$ cat src/rtl/div32_seq.sv
`default_nettype none
// ============================================================================
// Module      : div32_seq
// Description : Multi-cycle 32-bit restoring divider (signed/unsigned).
//               One quotient bit per clock; quotient -> LO, remainder -> HI.
// Revision    : 1.0  initial release
// ============================================================================
module div32_seq (
    input  logic        clk,
    input  logic        reset,
    input  logic        start,
    input  logic        sign,
    input  logic [31:0] a,
    input  logic [31:0] b,
    output logic [31:0] q,
    output logic [31:0] r,
    output logic        busy,
    output logic        done,
    output logic        dbz
);

    localparam logic [1:0] c_ST_IDLE = 2'd0;
    localparam logic [1:0] c_ST_RUN  = 2'd1;
    localparam logic [1:0] c_ST_DONE = 2'd2;

    logic [1:0]  r_state;
    logic [4:0]  r_count;
    logic [31:0] r_rem;      // partial remainder; always < |b| so 32 bits hold it
    logic [31:0] r_dvd;      // dividend magnitude shifting out, quotient bits shifting in
    logic [31:0] r_bmag;
    logic [31:0] r_a;        // raw dividend, returned as remainder on divide-by-zero
    logic        r_neg_q;
    logic        r_neg_r;
    logic [31:0] r_q;
    logic [31:0] r_r;
    logic        r_dbz;

    logic [31:0] w_amag;
    logic [31:0] w_bmag;
    logic [32:0] w_shift;
    logic        w_ge;
    logic [31:0] w_diff;
    logic [31:0] w_qmag;
    logic [31:0] w_rmag;
    logic        w_bz;
    logic [31:0] w_q_fin;
    logic [31:0] w_r_fin;

    // Operand magnitudes and one shift-and-subtract step, plus final sign fix-up
    always_comb begin
        w_amag  = (sign && a[31]) ? (32'd0 - a) : a;
        w_bmag  = (sign && b[31]) ? (32'd0 - b) : b;
        // 33-bit shifted partial remainder: {rem, next dividend bit}
        w_shift = {r_rem, r_dvd[31]};
        w_ge    = (w_shift >= {1'b0, r_bmag});
        // When the trial succeeds the difference is below |b|, so 32 bits suffice
        w_diff  = w_shift[31:0] - r_bmag;
        w_qmag  = {r_dvd[30:0], w_ge};
        w_rmag  = w_ge ? w_diff : w_shift[31:0];
        w_bz    = (r_bmag == 32'd0);
        // Divide-by-zero bypasses sign correction: all-ones quotient, raw dividend
        w_q_fin = (r_neg_q && !w_bz) ? (32'd0 - w_qmag) : w_qmag;
        w_r_fin = w_bz ? r_a : (r_neg_r ? (32'd0 - w_rmag) : w_rmag);
    end

    // Control FSM and datapath registers; results load on the final RUN edge
    always_ff @(posedge clk) begin
        if (reset) begin
            r_state <= c_ST_IDLE;
            r_count <= 5'd0;
            r_rem   <= 32'd0;
            r_dvd   <= 32'd0;
            r_bmag  <= 32'd0;
            r_a     <= 32'd0;
            r_neg_q <= 1'b0;
            r_neg_r <= 1'b0;
            r_q     <= 32'd0;
            r_r     <= 32'd0;
            r_dbz   <= 1'b0;
        end else begin
            case (r_state)
                c_ST_IDLE: begin
                    if (start) begin
                        r_dvd   <= w_amag;
                        r_bmag  <= w_bmag;
                        r_a     <= a;
                        r_neg_q <= sign & (a[31] ^ b[31]);
                        r_neg_r <= sign & a[31];
                        r_rem   <= 32'd0;
                        r_count <= 5'd0;
                        r_state <= c_ST_RUN;
                    end
                end
                c_ST_RUN: begin
                    r_rem   <= w_rmag;
                    r_dvd   <= w_qmag;
                    r_count <= r_count + 5'd1;
                    if (r_count == 5'd31) begin
                        r_q     <= w_q_fin;
                        r_r     <= w_r_fin;
                        r_dbz   <= w_bz;
                        r_state <= c_ST_DONE;
                    end
                end
                c_ST_DONE: begin
                    r_state <= c_ST_IDLE;
                end
                default: begin
                    r_state <= c_ST_IDLE;
                end
            endcase
        end
    end

    assign q    = r_q;
    assign r    = r_r;
    assign dbz  = r_dbz;
    assign busy = (r_state == c_ST_RUN);
    assign done = (r_state == c_ST_DONE);

endmodule
`default_nettype wire

$ cat config.mk
export PLATFORM = sky130hd
export DESIGN_NAME = div32_seq
export DESIGN_NICKNAME = d
export VERILOG_FILES = /design/src/rtl/div32_seq.sv
export SDC_FILE = /design/constraint.sdc
export NUM_CORES = 1
export LEC_CHECK = 0
export ABC_CLOCK_PERIOD_IN_PS = 8010
export CORE_AREA = 3 3 197 199
export CTS_BUF_LIST = sky130_fd_sc_hd__clkbuf_8
export DETAILED_ROUTE_END_ITERATION = 12
export DIE_AREA = 0 0 200 202
export PLACE_DENSITY = 0.61
export SLEW_MARGIN = 5
export SYNTH_ARGS = -nofsm -noshare
export SYNTH_HDL_FRONTEND = slang
export SYNTH_SLANG_ARGS = --single-unit
export TNS_END_PERCENT = 50
$ cat constraint.sdc
create_clock -name clk -period 8.01 [get_ports clk]
set_input_delay 2.403 -clock clk [delete_from_list [all_inputs] [get_ports clk]]
set_output_delay 2.403 -clock clk [all_outputs]
set_load 0.02 [all_outputs]
======== Word level (Yosys, flattened, before mapping) ========
Cells that the tools add are included.
Widths: inputs -> output; s select.
word-level totals
  register bits ........................... 202
  logic and storage cells ................. 52
  memories ................................ 0
  output and inout port bits .............. 67
  bits in latches ......................... 0
  RAM bits ................................ 0
  bits in read-only memories .............. 0
  input bits .............................. 68
cells by class
  mux-type cells .......................... 15
  shifts and indexed selects .............. 0
  divide/modulo/power cells ............... 0
  $add $sub $neg .......................... 6
  bitwise logic cells ..................... 3
  $lt $le $gt $ge ......................... 1
  $mul .................................... 0
  equal/unequal tests ..................... 5
  reduce and logical (&&, ||, !) cells .... 11
operator list
  cell                   count
  $mux 32                8
  $pmux 32 s2            2
  $sub 1x32->32 const A  4
  $ge 33x32->1           1
  $logic_not 32->1       1
  $sub 32x32->32         1
  $pmux 5 s2             1
  $reduce_and 2->1       4
  $add 5x1->5 const B    1
  $eq 5x5->1 const B     1
  $mux 5                 1
  $mux 2                 2
  $pmux 2 s2             1
  $logic_and 1x1->1      3
  $and 1x1->1            2
  $eq 2x1->1 const B     1
  $eq 2x2->1 const B     1
  $logic_not 2->1        1
  $ne 2x1->1 const B     1
  $ne 2x2->1 const B     1
  $reduce_bool 2->1      1
  $logic_not 1->1        1
  $xor 1x1->1            1

======== Depth between registers and ports, before layout ========
  depth in word-level cells ............... 5
  depth in mapped cells ................... 25
  mapped depth without buffers ............ 20

======== Worst setup path after synthesis ========
Ideal clock, no wire load.
  kind .................................... reg-to-reg
  start ................................... register r_bmag[30]
  end ..................................... register r_r[24] (netlist: r[24])
  path buffers ............................ 4
  clock period less this slack ............ 4.919 ns
  cell stages (with the launch flop) ...... 25
  library setup time ...................... 0.134 ns
  data arrival time ....................... 4.785 ns
  setup slack ............................. 3.091 ns
  cells stage by stage .................... dfxtp_1 inv_1 ha_1 a21o_1 a211o_1 a41o_1 a221oi_2 nand2_2 buf_2 buf_2 buf_2 buf_2 nor2_1 a21oi_1 inv_1 ha_1 inv_1 a2111oi_2 or3b_1 o31ai_1 o2111ai_1 nor4b_1 nand2b_1 xor2_1 o22ai_1
between the ends
  word-level cells in the longest chain between the ends .. 5
  elaborated cells on any way between the ends .. 6
  classes of those cells .................. add/sub (1); order compare (1); mux (3); reduce/logical (1)
RTL lines
  what                    RTL line  text
  from (decl)             30        logic [31:0] r_bmag;
  from (signal assigned)  85        r_bmag <= w_bmag;
  $ge 33x32->1            55        w_ge = (w_shift >= {1'b0, r_bmag});
  $mux 32                 59        w_rmag = w_ge ? w_diff : w_shift[31:0];
  $sub 1x32->32           63        w_r_fin = w_bz ? r_a : (r_neg_r ? (32'd0 - w_rmag) : w_rmag);
  $mux 32                 63
  $mux 32 *               63
  to (signal assigned)    100       r_r <= w_r_fin;
  to (decl)               35        logic [31:0] r_r;
Mark *: on every way between the ends. The rest lies on a longest branch, timed or not.
A chain may end at the register's enable or synchronous reset.

======== Worst setup path after layout ========
  start ................................... register r_rem[17]
  end ..................................... register r_r[24] (netlist: r[24])
between the ends
  word-level cells in the longest chain between the ends .. 5
  elaborated cells on any way between the ends .. 6
  classes of those cells .................. add/sub (2); order compare (1); mux (3)
RTL lines
  what                                            RTL line  text
  from (decl)                                     28        logic [31:0] r_rem;
  from (signal assigned)                          95        r_rem <= w_rmag;
  $sub 32x32->32 or $ge 33x32->1 (tied branches)  57, 55
  $mux 32 *                                       59
  $sub 1x32->32                                   63
  $mux 32 * (2 in series)                         63
Marked as above.

==> impl_metrics.toml <==
[status]
status = "finished clean"

[grt]
grt_max_degree = 91
use_met1_pct = 28.1
met2_usage_pct = 31.9
grt_antenna_before_repair = 1
track_usage_pct = 20.1
grt-ovfl-total = 0
met3_usage_pct = 3.30
grt_pass1_wl_um = 66000
grt_pass1_vias = 12188
busiest_layer = "met2"

[cts]
path_clk_slew_ns = 0.06
cts_root_buffer = "clkbuf_8"
postCtsHoldBufs = 0
cts_max_level = 2
post_cts.repair.setup_buffers = 0
cts_resized = 0
clock_latency_ns = 0.59
cts.sinks = 202
cts_max_path_buffers = 3
cts_buffers = 39
cts_tree = "built"

[finish]
layout-drive-gt1-share_pct = 6.76
syn_to_final_growth_pct = 18.6
insertedDiodeCount = 0
regArea_mm2 = 0.00404
fin_nets = 1914
fillers = 3896
multi_input_area_mm2 = 0.00828

[power_and_ir_drop]
pwr_density_cell_mw_per_mm2 = 527
p_sw_share_pct = 52.5
p_seq_share_pct = 15.5
p_int_uw = 3860
p_clk_share_pct = 13.4
p_switching_uw = 4270
combinationalPowerShare_pct = 71.1
power.total_uw = 8130
ir_drop_mv = 0.430
p_leak_uw = 0.00558

[floorplanning]
ios = 135
num_rows = 71
dieArea_mm2 = 0.0404
start_util_pct = 34.8
dieHeight_um = 202
fp.coreArea_mm2 = 0.0374
die_width_um = 200

[detailed_routing]
firstDrtPassIters = 5
first_iter_violations = 840
avgRoutedWirePerCell_um = 17.6
vias = 12839
wl_um = 41300
vias_per_cell = 5.48
drc = 0
ant_nets = 0

[timing]
setup_viol = 0
slew_viol_final = 0
timing.fmax_mhz = 175
hold_viol = 0
skew_ns = 0.0295
min_period_ns = 5.73
rsz0062_at_grt = "false"
setup_tns_ns = 0
tightest_slew_ns = 1.01
period_share_pct = 71.5
slew_headroom_pct = 32.6

[logic_synthesis]
netlist_area_mm2 = 0.0130
ys_top_cells_by_count = "nand2_1 (242), nor2_1 (216), dfxtp_1 (202), a21oi_1 (164), clkbuf_1 (96)"
synth_cells = 1743
ys_ff_latch = 202
synth.yosys.warnings = 0
synth_top_cell_area_share_pct = 31.1
synthTopCellsByArea = "dfxtp_1 (31%), nand2_1 (7.0%), a21oi_1 (6.3%), nor2_1 (6.2%), xor2_1 (4.8%)"
synth_top_flop_cell = "dfxtp_1"
ys_seq_area_share_pct = 31.1
synth.avg_cell_area_um2 = 7.47
syn-num-nets = 1850
synth.largest_area_cell = "dfxtp_1"
synthDistinctLibCells = 90
synth_edf_count = 0
async_flop_share_pct = 0
synth.most_common_cell = "nand2_1"

[worst_setup_path]
setup.worst_path.end_class = "flop"
cp_max_fo = 13
crit_required_ns = 8.42
critical_path_class = "flop to flop"
critPathArrivalTime_ns = 6.14
critPathLaunchType = "flop"

[placement]
gp_congestion = 0.883
placement.io_buffers = 134
hpwl_um = 30600

[run]
drv_cap = 0

[min_path]
hold_class = "flop to flop"
logic make-up (layout without fill, tap and decap cells):
| group | after synthesis | count (layout) | share of synthesized area, % |
|---|---|---|---|
| flops | 202 | 202 | 31.1 |
| buf+inv | 181 | 271 | 5.39 |
| mux | 18 | 18 | 1.42 |
| compound gates | 511 | 511 | 26.6 |
| fa+ha+maj | 39 | 39 | 3.81 |
| xor+xnor | 128 | 128 | 8.61 |
| simple gates | 664 | 664 | 23.1 |
path summary, 6_finish.rpt:
check / to / startpoint / slack [ns] / cells after the start
worst max register to register: r[24] / r_rem[17] / 2.28 / 17
worst min-delay path: r[21] / r_a[21] / 0.45 / 2
worst max-delay path: r[24] / r_rem[17] / 2.28 / 17
worst min register to register: r[21] / r_a[21] / 0.45 / 2
power groups by stage:
stage                     Combinational (µW)  Sequential [µW]  Clock [µW]
after floorplan                         4380             1220           0
final                                   5780             1260        1090
after CTS                               5730             1260        1120
after global placement                  5660             1280           0
after global routing                    6370             1270        1170
after detailed placement                5700             1280           0
stage by stage:
| stage | setup slack, ns | util [%] | std cells | hold slack [ns] | area, µm² |
|---|---|---|---|---|---|
| after global placement | 2.16 | 39.1 | 2277 | 0.441 | 14600 |
| after detailed placement | 2.16 | 39.1 | 2277 | 0.445 | 14600 |
| after CTS | 2.37 | 41.3 | 2344 | 0.450 | 15400 |
| after global routing | 1.86 | 41.3 | 2344 | 0.466 | 15400 |
| final | 2.28 | 41.3 | 2344 | 0.452 | 15400 |
| after floorplan | 3.09 | - | 1743 | 0.432 | 13000 |
final cells by class:
type / count / share of cell area (%)
timing repair buffer: 147 / 9.33
sequential: 202 / 26.2
tap: 511 / 4.14
inverter: 57 / 1.39
clock buffer: 48 / 4.28
multi-input combinational: 1360 / 53.7
clock inverter: 19 / 0.997
per-layer routing:
layer / vias up / routed length, µm
li1: 6380 / -
met1: 6083 / 19400
met2: 324 / 18700
met3: 50 / 2280
met4: 2 / 833
met5: - / 13
state kept, by name, summed over array words and instances, names as in the netlist:
name	flops
q	32
r_bmag	32
dbz	1
r_state	2
r_count	5
r_dvd	32
r_neg_r	1
r_neg_q	1
r_a	32
r_rem	32
r	32
cells in the final DEF (no fill, tap or decap), types with 5 or more instances in the layout:
cell	netlist	final
a211oi_1	66	66
a21o_1	11	11
a21oi_1	164	164
a22oi_1	30	30
a311oi_1	23	23
a31oi_1	33	33
and2_1	9	7
and3_1	12	12
buf_4	1	13
clkbuf_8	0	48
clkdlybuf4s50_1	0	133
clkinv_2	0	9
dfxtp_1	202	202
ha_1	38	38
inv_1	56	61
mux2i_1	14	14
nand2_1	242	241
nand2b_1	9	8
nand3_1	33	33
nand4_1	15	15
nor2_1	216	214
nor2b_1	5	5
nor3_1	38	38
nor3b_1	5	5
nor4_1	23	23
o211a_1	6	6
o211ai_1	8	8
o21a_1	12	12
o21ai_0	59	59
o21ai_1	7	7
o31ai_1	17	17
o31ai_2	6	6
o41ai_1	7	7
or2_2	5	5
or3_1	23	23
or4_1	6	6
xnor2_1	57	57
xor2_1	71	71
critical path, cell delays in order (launching register included):
cell       delay (ns)
dfxtp_1          0.46
ha_1             0.39
a21oi_1          0.20
o21ai_0          0.19
a21o_1           0.27
a221oi_2         0.64
nand2_2          0.41
mux2i_1          0.37
ha_1             0.25
inv_1            0.08
a2111oi_2        0.31
or3b_1           0.47
o31ai_1          0.34
o2111ai_1        0.23
nor4b_1          0.51
nand2b_1         0.19
xor2_1           0.17
o22ai_1          0.09
Power figures use the tool's default switching activity.
